<file path="src/rtl/div_seq_32bit.sv">
// div_seq_32bit: multi-cycle restoring divider, one quotient bit per clock.
// Optional signed support is compiled in with `define DIV_SIGNED_EN.
// Without it, is_signed is ignored, every divide is unsigned and overflow stays 0.
module div_seq_32bit #(
  parameter int WIDTH = 32
) (
  input  logic             clk,
  input  logic             reset,
  input  logic             start,
  input  logic             is_signed,
  input  logic [WIDTH-1:0] dividend,
  input  logic [WIDTH-1:0] divisor,
  output logic             busy,
  output logic             done,
  output logic [WIDTH-1:0] quotient,
  output logic [WIDTH-1:0] remainder,
  output logic             div_by_zero,
  output logic             overflow
);

  localparam int CW = $clog2(WIDTH);

  typedef enum logic [1:0] {IDLE, RUN, FIN} state_t;

  state_t           state_q, state_d;
  logic [CW-1:0]    count_q, count_d;
  logic [WIDTH-1:0] rem_acc_q, rem_acc_d;
  logic [WIDTH-1:0] q_acc_q, q_acc_d;
  logic [WIDTH-1:0] dvs_q, dvs_d;       // divisor magnitude
  logic [WIDTH-1:0] quo_q, quo_d;
  logic [WIDTH-1:0] rmd_q, rmd_d;
  logic             dbz_q, dbz_d;
  logic             ovf_q, ovf_d;
  logic             neg_q_q, neg_q_d;   // negate quotient at finish
  logic             neg_r_q, neg_r_d;   // negate remainder at finish

  logic             sgn;
  logic             dvd_neg, dvs_neg;
  logic [WIDTH-1:0] dvd_mag, dvs_mag;
  logic [WIDTH:0]   shifted, diff;

`ifdef DIV_SIGNED_EN
  assign sgn = is_signed;
`else
  // Unsigned-only build: is_signed is intentionally left unconnected.
  logic unused_is_signed;
  assign unused_is_signed = is_signed;
  assign sgn = 1'b0;
`endif

  assign dvd_neg = sgn & dividend[WIDTH-1];
  assign dvs_neg = sgn & divisor[WIDTH-1];
  assign dvd_mag = dvd_neg ? -dividend : dividend;
  assign dvs_mag = dvs_neg ? -divisor  : divisor;

  // The 33rd bit of diff is the borrow: set means the divisor did not fit.
  assign shifted = {rem_acc_q, q_acc_q[WIDTH-1]};
  assign diff    = shifted - {1'b0, dvs_q};

  // Next-state and datapath: load in IDLE, one restore step per RUN cycle.
  always_comb begin
    state_d   = state_q;
    count_d   = count_q;
    rem_acc_d = rem_acc_q;
    q_acc_d   = q_acc_q;
    dvs_d     = dvs_q;
    quo_d     = quo_q;
    rmd_d     = rmd_q;
    dbz_d     = dbz_q;
    ovf_d     = ovf_q;
    neg_q_d   = neg_q_q;
    neg_r_d   = neg_r_q;
    case (state_q)
      IDLE: begin
        if (start) begin
          dbz_d   = 1'b0;
          ovf_d   = 1'b0;
          neg_q_d = dvd_neg ^ dvs_neg;
          neg_r_d = dvd_neg;
          if (divisor == '0) begin
            quo_d   = dvd_neg ? WIDTH'(1) : '1;
            rmd_d   = dividend;
            dbz_d   = 1'b1;
            state_d = FIN;
          end else if (sgn && dividend == {1'b1, {(WIDTH-1){1'b0}}} && divisor == '1) begin
            // Most-negative / -1 does not fit; report it without iterating.
            quo_d   = dividend;
            rmd_d   = '0;
            ovf_d   = 1'b1;
            state_d = FIN;
          end else begin
            rem_acc_d = '0;
            q_acc_d   = dvd_mag;
            dvs_d     = dvs_mag;
            count_d   = '0;
            state_d   = RUN;
          end
        end
      end
      RUN: begin
        if (!diff[WIDTH]) begin
          rem_acc_d = diff[WIDTH-1:0];
          q_acc_d   = {q_acc_q[WIDTH-2:0], 1'b1};
        end else begin
          rem_acc_d = shifted[WIDTH-1:0];
          q_acc_d   = {q_acc_q[WIDTH-2:0], 1'b0};
        end
        count_d = count_q + 1'b1;
        if (count_q == CW'(WIDTH-1)) begin
          quo_d   = neg_q_q ? -q_acc_d   : q_acc_d;
          rmd_d   = neg_r_q ? -rem_acc_d : rem_acc_d;
          state_d = FIN;
        end
      end
      FIN:     state_d = IDLE;
      default: state_d = IDLE;
    endcase
  end

  // State and datapath registers; reset wins over any operation in flight.
  always_ff @(posedge clk) begin
    if (reset) begin
      state_q   <= IDLE;
      count_q   <= '0;
      rem_acc_q <= '0;
      q_acc_q   <= '0;
      dvs_q     <= '0;
      quo_q     <= '0;
      rmd_q     <= '0;
      dbz_q     <= 1'b0;
      ovf_q     <= 1'b0;
      neg_q_q   <= 1'b0;
      neg_r_q   <= 1'b0;
    end else begin
      state_q   <= state_d;
      count_q   <= count_d;
      rem_acc_q <= rem_acc_d;
      q_acc_q   <= q_acc_d;
      dvs_q     <= dvs_d;
      quo_q     <= quo_d;
      rmd_q     <= rmd_d;
      dbz_q     <= dbz_d;
      ovf_q     <= ovf_d;
      neg_q_q   <= neg_q_d;
      neg_r_q   <= neg_r_d;
    end
  end

  assign busy        = (state_q == RUN);
  assign done        = (state_q == FIN);
  assign quotient    = quo_q;
  assign remainder   = rmd_q;
  assign div_by_zero = dbz_q;
  assign overflow    = ovf_q;

endmodule

</file>
<file path="config.mk">
export PLATFORM = sky130hd
export DESIGN_NAME = div_seq_32bit
export DESIGN_NICKNAME = d
export VERILOG_FILES = /design/src/rtl/div_seq_32bit.sv
export SDC_FILE = /design/constraint.sdc
export NUM_CORES = 1
export LEC_CHECK = 0
export CAP_MARGIN = 0
export CORE_AREA = 5 5 128 130
export CTS_CLUSTER_DIAMETER = 200
export DETAILED_ROUTE_END_ITERATION = 16
export DIE_AREA = 0 0 133 135
export PLACE_DENSITY = 0.86
export SKIP_LAST_GASP = 1
export SYNTH_ARGS = -nofsm -noshare
export SYNTH_HDL_FRONTEND = slang
export SYNTH_SLANG_ARGS = --single-unit
</file>
<file path="constraint.sdc">
create_clock -name clk -period 5.4 [get_ports clk]
set_clock_uncertainty 0.1 [all_clocks]
set_input_delay 1.35 -clock clk [delete_from_list [all_inputs] [get_ports clk]]
set_output_delay 1.35 -clock clk [all_outputs]
set_load 0.02 [all_outputs]
</file>
=== After elaboration in Yosys (flattened, before gate mapping) ===
Index checks and enable logic that the tools add are counted.

* Register bits: 168
* Bits of input ports: 68
* Output and inout port bits: 68
* Logic and storage cells: 50

* Add/subtract/negate cells: 2
* Equality and inequality tests: 7
* Mux-type cells: 24
* Bitwise logic cells: 1
* Reduce and logical (&&, ||, !) cells: 8

{| class="wikitable"
|+ Operator list
! cell !! count
|-
| 2-to-1 mux 32 bit || 11
|-
| one-hot mux 32 bit (2 select lines) || 4
|-
| subtractor 33 x 32 -> 33 bit || 1
|-
| logical NOT 32 bit || 1
|-
| 2-to-1 mux 5 bit || 2
|-
| one-hot mux 5 bit (2 select lines) || 1
|-
| 2-to-1 mux 2 bit || 3
|-
| inequality test 2 bit, second input constant || 3
|-
| AND reduction 3 bit || 2
|-
| adder 5 x 1 -> 5 bit, second input constant || 1
|-
| equality test 5 bit, second input constant || 1
|-
| one-hot mux 2 bit (2 select lines) || 1
|-
| AND reduction 2 bit || 2
|-
| AND reduction 4 bit || 1
|-
| equality test 2 x 1 -> 1 bit, second input constant || 1
|-
| equality test 2 bit, second input constant || 1
|-
| logical NOT 2 bit || 1
|-
| 2-to-1 mux 1 bit || 2
|-
| inequality test 2 x 1 -> 1 bit, second input constant || 1
|-
| nonzero test 2 bit || 1
|-
| NOT 1 bit || 1
|}

=== Logic depth before layout (Yosys ltp) ===
Gate-level depths: netlist of run 1.

* Word-level depth: 4
* Gate-level depth with buffers: 14
* Gate-level depth less buffers: 12

=== Least setup slack after synthesis of run 1 ===
OpenSTA, ideal clock, no wires.

* Path type: input to register
* From: in divisor[16]
* To: reg quo_q[0] (netlist: quotient[0])
* Data arrival time: 3,131 ps
* Setup slack: 2,094 ps
* Cell stages on the path: 8
* Path buffers: 2
* Path through: nor4_1 -> nand4_1 -> o31ai_1 -> nor2b_1 -> clkbuf_1 -> clkbuf_1 -> o21ai_0 -> a31oi_1

* Word-level cells in the longest chain between the ends: 3

{| class="wikitable"
|+ RTL lines
! element !! line !! text
|-
| start: declaration || 12 || <nowiki>input logic [WIDTH-1:0] divisor,</nowiki>
|-
| logical NOT 32 bit || 80 || <nowiki>if (divisor == '0) begin</nowiki>
|-
| inequality test 2 bit (no line) || n/a ||
|-
| AND reduction 4 bit (no line) || n/a ||
|-
| end signal: assignment || 140 || <nowiki>quo_q <= quo_d;</nowiki>
|-
| end: declaration || 30 || <nowiki>logic [WIDTH-1:0] quo_q, quo_d;</nowiki>
|}

Every way passes these cells.
A chain may end at the register's enable or synchronous reset.

=== Final worst setup path of run 1 ===
* From: reg state_q[1]
* To: out busy

* Word-level cells in the longest chain between the ends: 1

{| class="wikitable"
|+ RTL lines
! element !! line !! text
|-
| start: declaration || 25 || <nowiki>state_t state_q, state_d;</nowiki>
|-
| start signal: assignment || 135 || <nowiki>state_q <= state_d;</nowiki>
|-
| equality test 2 x 1 -> 1 bit || 149 || <nowiki>assign busy = (state_q == RUN);</nowiki>
|-
| end: declaration || 13 || <nowiki>output logic busy,</nowiki>
|}

Every way passes these cells.

==> results.cfg, run 1 <==
[yosys]
syn_area_per_cell_um2 = 7.659
synth-seq-area-share = 0.3838
async_flop_share = 0
syn_inst = 1144
synth.most_common_cell = nand2_1
synth_top_cell_area_share = 0.3838
synth_commonest_cells = nand2_1, dfxtp_1, nor3_1
synth_top_cell_by_area = dfxtp_1
yosysUniqueCellTypes = 62
synth-seq-cells = 168
ys_warn_count = 0
synth_edf_count = 0
ys.flop_type = dfxtp_1
synth_area_um2 = 8762
synthTopCellsByArea = dfxtp_1, nand2_1, nor3_1
mappedNetlistNets = 1247

[placed_design]
place_congestion = 0.9215
io_buffers = 133
detailed_place_hpwl_mm = 16.86
placed_cells = 1390
place_ws_ps = 1115

[clock_network]
htreeDepth = 4
cts_root_buffer = clkbuf_16
post_cts_buffers = 0
clk_pin_slew_ps = 70
tritoncts = done
clock_path_buffers = 2
postCtsHoldBufs = 0
postCtsResizedCells = 0
clk_latency_ps = 440
cts_sinks = 168
numCtsBuffers = 17

[timing]
timing.final.crit_share = 0.7392
tightest_slew_ps = 1136
rsz0062_at_grt = no
finalHoldViolations = 0
fmaxAchievable_mhz = 250.5
min_period_ps = 3992
slew_headroom = 0.2381
slew_viol_final = 0
setup_tns_ps = 0
final-setup-viol-count = 0
setup_ws_ps = 1408

[worst_setup_path]
crit_required_ps = 3950
end_kind = output pin
setup.worst_path.class = register to output pin
cp_max_fo = 69
crit_arrival_ps = 2540
critPathLaunchType = register
rr_worst_depth = 10

[drt]
drc_errors = 0
ant_nets = 0
drt-initial-drc-count = 866
vias = 8649
via_per_inst = 6.082
first_pass_iters = 5
drt_wl_total_mm = 24.15
wl_per_cell_um = 16.98

[layout]
num_antenna_cells = 0
fin_util = 0.7098
num-nets-final = 1324
area_delta_synth_final_pct = 21.78
drive_gt1_frac = 0.05429
stdcell_count = 1422

[worst_hold_path]
worst_hold_path.num_cells = 2
hp-class = register to register

[global_route]
antenna_found_initial = 0
track_usage = 0.2639
grt_start_max_net_pins = 86
grt.overflow.total = 0
grt_pass1_wl_mm = 39.21
grt_pass1_vias = 7790

[floorplanning]
die-area_um2 = 17960
die_h_um = 135
initial_core_util = 0.5829
fp-row-count = 45
core-area_um2 = 15030
ios = 136
dieWidth_um = 133

[power_and_ir_drop]
power.density_nw_per_um2 = 537.2
peakVddDrop_mv = 0.4530
p_leak_nw = 4.008

[job]
maxCapViolations = 0

[run_status]
status = complete, no violations
## cell families after synthesis
kind of cell | share of synthesized area
fa+ha+maj | 0.05084
xor+xnor | 0.02799
simple gates | 0.2282
mux | 0.007997
flops | 0.3838
other cells | 0.0004280
buf+inv | 0.05912
compound gates | 0.2416
## worst max-delay path: stages (launching register included)
cell	delay (ps)
dfxtp_1	560
nand2b_2	190
buf_4	540
clkinv_1	230
clkdlybuf4s50_1	590
## flip-flops by register name (all words and copies together) (netlist names)
register / flops
dvs_q: 32
q_acc_q: 32
quotient: 32
rem_acc_q: 32
remainder: 32
count_q: 5
state_q: 2
div_by_zero: 1
## worst paths after layout
| path | slack, ps | endpoint | start |
|---|---|---|---|
| worst max register to register | 1470 | rem_acc_q[12] | rem_acc_q[16] |
| worst min-delay path | 350 | dvs_q[26] | dvs_q[26] |
| worst min register to register | 350 | dvs_q[26] | dvs_q[26] |
| worst max-delay path | 1410 | busy | state_q[1] |
## area by class of cell
| class | instances | area [µm²] |
|---|---|---|
| clock buffers | 18 | 429.2 |
| repair buffers | 144 | 1424 |
| fillers | 1227 | 4363 |
| multi-input cells | 846 | 4911 |
| inverters | 44 | 165.2 |
| well taps | 188 | 235.2 |
| flip-flops and latches | 168 | 3363 |
| clock inverters | 14 | 142.6 |
## placed cells by master, fill, tap and decap left out, types with 4 or more instances in the layout
cell type        instances
nand2_1                183
dfxtp_1                168
clkdlybuf4s50_1        132
nor3_1                  99
nor2_1                  90
a21oi_1                 87
o21ai_0                 63
a31oi_1                 44
inv_1                   42
ha_1                    34
a311oi_1                32
a21boi_0                22
nand3_1                 19
a21o_1                  18
xnor2_1                 17
clkbuf_16               17
and3_1                  12
o21ai_1                 12
xor2_1                  11
buf_4                   11
nor4_1                   9
mux2i_1                  7
nand4_1                  7
o31ai_1                  7
nor2b_1                  6
clkinvlp_4               6
and4_1                   5
o21bai_1                 5
o21a_1                   4
o211ai_1                 4
## through the flow
step                      cell area [µm²]  hold slack, ps  total power [mW]
after floorplan                      8762           336.3             3.830
after global placement              10100           342.6             4.433
after detailed placement            10100           347.5             4.473
after CTS                           10670           356.3             5.671
after global routing                10670           375.7             7.192
final                               10670           353.5             5.732
## per-layer routing
| metal | part of all wire | global-route usage | vias up |
|---|---|---|---|
| li1 | - | - | 4226 |
| met1 | 0.46 | 0.3795 | 4013 |
| met2 | 0.44 | 0.4049 | 364 |
| met3 | 0.077 | 0.04844 | 46 |
| met4 | 0.020 | 0.07737 | 0 |
| met5 | 0 | 0 | - |
## report_power, final
part,switching [mW],internal (mW)
registers,0.107,1.35
clock network,0.545,0.645
logic,1.88,1.21
total,2.53,3.20
(Power assumes the default switching activity.)
==> run 2, diff against run 1 <==
--- a/config.mk
+++ b/config.mk
@@ -6,11 +6,11 @@
 export NUM_CORES = 1
 export LEC_CHECK = 0
 export CAP_MARGIN = 0
-export CORE_AREA = 5 5 128 130
+export CORE_AREA = 5 5 133 135
 export CTS_CLUSTER_DIAMETER = 200
 export DETAILED_ROUTE_END_ITERATION = 16
-export DIE_AREA = 0 0 133 135
-export PLACE_DENSITY = 0.86
+export DIE_AREA = 0 0 138 140
+export PLACE_DENSITY = 0.8
 export SKIP_LAST_GASP = 1
 export SYNTH_ARGS = -nofsm -noshare
 export SYNTH_HDL_FRONTEND = slang
==> constraint.sdc (replaced) <==
create_clock -name clk -period 3.7 [get_ports clk]
set_clock_uncertainty 0.1 [all_clocks]
set_input_delay 0.925 -clock clk [delete_from_list [all_inputs] [get_ports clk]]
set_output_delay 0.925 -clock clk [all_outputs]
set_load 0.02 [all_outputs]
==> results.cfg, run 2 (same netlist as run 1, synthesis figures left out) <==
[floorplanning]
ios = 136
die_h_um = 140
dieWidth_um = 138
die-area_um2 = 19320
initial_core_util = 0.5360
fp-row-count = 47
core-area_um2 = 16350

[timing]
fmaxAchievable_mhz = 288.5
finalHoldViolations = 0
hold_slack_ps = 353.4
timing.final.crit_share = 0.9367
setup_tns_ps = 0
tightest_slew_ps = 747.7
slew_viol_final = 0
final-setup-viol-count = 0
min_period_ps = 3466
rsz0062_at_grt = no
slew_headroom = 0.5015

[drt]
drc_errors = 0
first_pass_iters = 6
vias = 8680
wl_per_cell_um = 16.66
ant_nets = 0
via_per_inst = 5.901
drt_wl_total_mm = 24.50
drt-initial-drc-count = 667

[clock_network]
postCtsResizedCells = 0
clk_pin_slew_ps = 70
post_cts_buffers = 0
cts_root_buffer = clkbuf_16
clk_latency_ps = 430
clock_path_buffers = 2
htreeDepth = 4
numCtsBuffers = 17
cts_sinks = 168
postCtsHoldBufs = 0
tritoncts = done

[power_and_ir_drop]
power.density_nw_per_um2 = 794.2
peakVddDrop_mv = 0.5371
pwr-share-clk = 0.217
internal_power_mw = 4.942
seq_power_share = 0.244
p_sw_mw = 3.765
p_sw_frac = 0.4324
p_leak_nw = 4.142
comb_power_share = 0.539

[worst_setup_path]
max_stage_delay_ps = 400
cp_max_fo = 19
critPathTopFamily = compound AO/OA/AOI/OAI gates
crit_required_ps = 3900
setup.worst_path.class = register to register
path_cells = inv_1 > ha_1 > a211oi_2 > nor2_1 > a2111oi_4 > nand3_2 > and3_4 > o31a_1 > buf_12 > nor2_4 > mux2i_1 > o32ai_1
cp_slowest_cell = ha_1
critPathLaunchType = register
end_kind = register
crit_arrival_ps = 3660
cp_num_buf_inv = 2

[layout]
num_antenna_cells = 0
layout_commonest_cell = nand2_1
area_delta_synth_final_pct = 25.13
final_cell_mix = nand2_1, dfxtp_1, clkdlybuf4s50_1
num-nets-final = 1341
drive_gt1_frac = 0.06795

[global_route]
grt.overflow.total = 0
grt_pass1_wl_mm = 40.52
track_usage = 0.2488
grt_pass1_vias = 7992
grt_start_max_net_pins = 73
antenna_found_initial = 0

[placed_design]
detailed_place_hpwl_mm = 17.41
io_buffers = 133
place_congestion = 0.9274

[worst_hold_path]
hp-class = register to register

[job]
maxCapViolations = 0

[run_status]
status = complete, no violations
-- run 2: changes by cell type in the layout (fill, tap and decap cells not counted), moves of 2 or more --
cell,delta
buf_12,+6
buf_4,+11
bufinv_16,+2
clkinvlp_4,-2
inv_6,+2
-- run 2: metrics by stage --
| stage | utilization | total power, mW | cells | setup WS, ps | cell area [µm²] |
|---|---|---|---|---|---|
| floorplan | - | 5.589 | 1144 | 819.4 | 8762 |
| global placement | 0.6326 | 6.642 | 1439 | 203.2 | 10340 |
| detailed placement | 0.6326 | 6.697 | 1439 | 171.4 | 10340 |
| CTS | 0.6702 | 8.607 | 1471 | 142.4 | 10960 |
| global route | 0.6707 | 9.251 | 1471 | 2.826 | 10960 |
| finish | 0.6707 | 8.708 | 1471 | 234.3 | 10960 |
-- run 2: per-layer routing --
layer	vias to the layer above	wire, µm	track usage
li1	4268	-	-
met1	4028	11290	0.3537
met2	349	11070	0.3913
met3	35	1820	0.04976
met4	0	320	0.05876
met5	-	0	0
-- run 2: worst min-delay path, cell delays in order, from the launching register on --
cell	delay [ps]
dfxtp_1	310
nand2_1	50
a21oi_1	50
-- run 2: area by class of cell --
| type | count | area (µm²) |
|---|---|---|
| Tap cell | 220 | 275.3 |
| Clock inverter | 14 | 186.4 |
| Timing Repair Buffer | 161 | 1627 |
| Sequential cell | 168 | 3363 |
| Clock buffer | 18 | 429.2 |
| Multi-Input combinational cell | 846 | 4918 |
| Inverter | 44 | 165.2 |
| Fill cell | 1439 | 5384 |
-- run 2: power groups by stage --
stage | registers, mW | logic, mW | clock network [mW]
after floorplan | 2.10 | 3.49 | 0
after global placement | 2.15 | 4.49 | 0
after detailed placement | 2.16 | 4.54 | 0
after CTS | 2.12 | 4.59 | 1.90
after global routing | 2.14 | 5.13 | 1.98
final | 2.12 | 4.69 | 1.89
-- run 2: worst paths after layout --
check                           startpoint            end  slack, ps  cells after the start
worst max-delay path             dvs_q[17]  rem_acc_q[31]        230                     12
worst min-delay path             dvs_q[26]      dvs_q[26]        350                      2
worst max register to register   dvs_q[17]  rem_acc_q[31]        230                     12
worst min register to register   dvs_q[26]      dvs_q[26]        350                      2
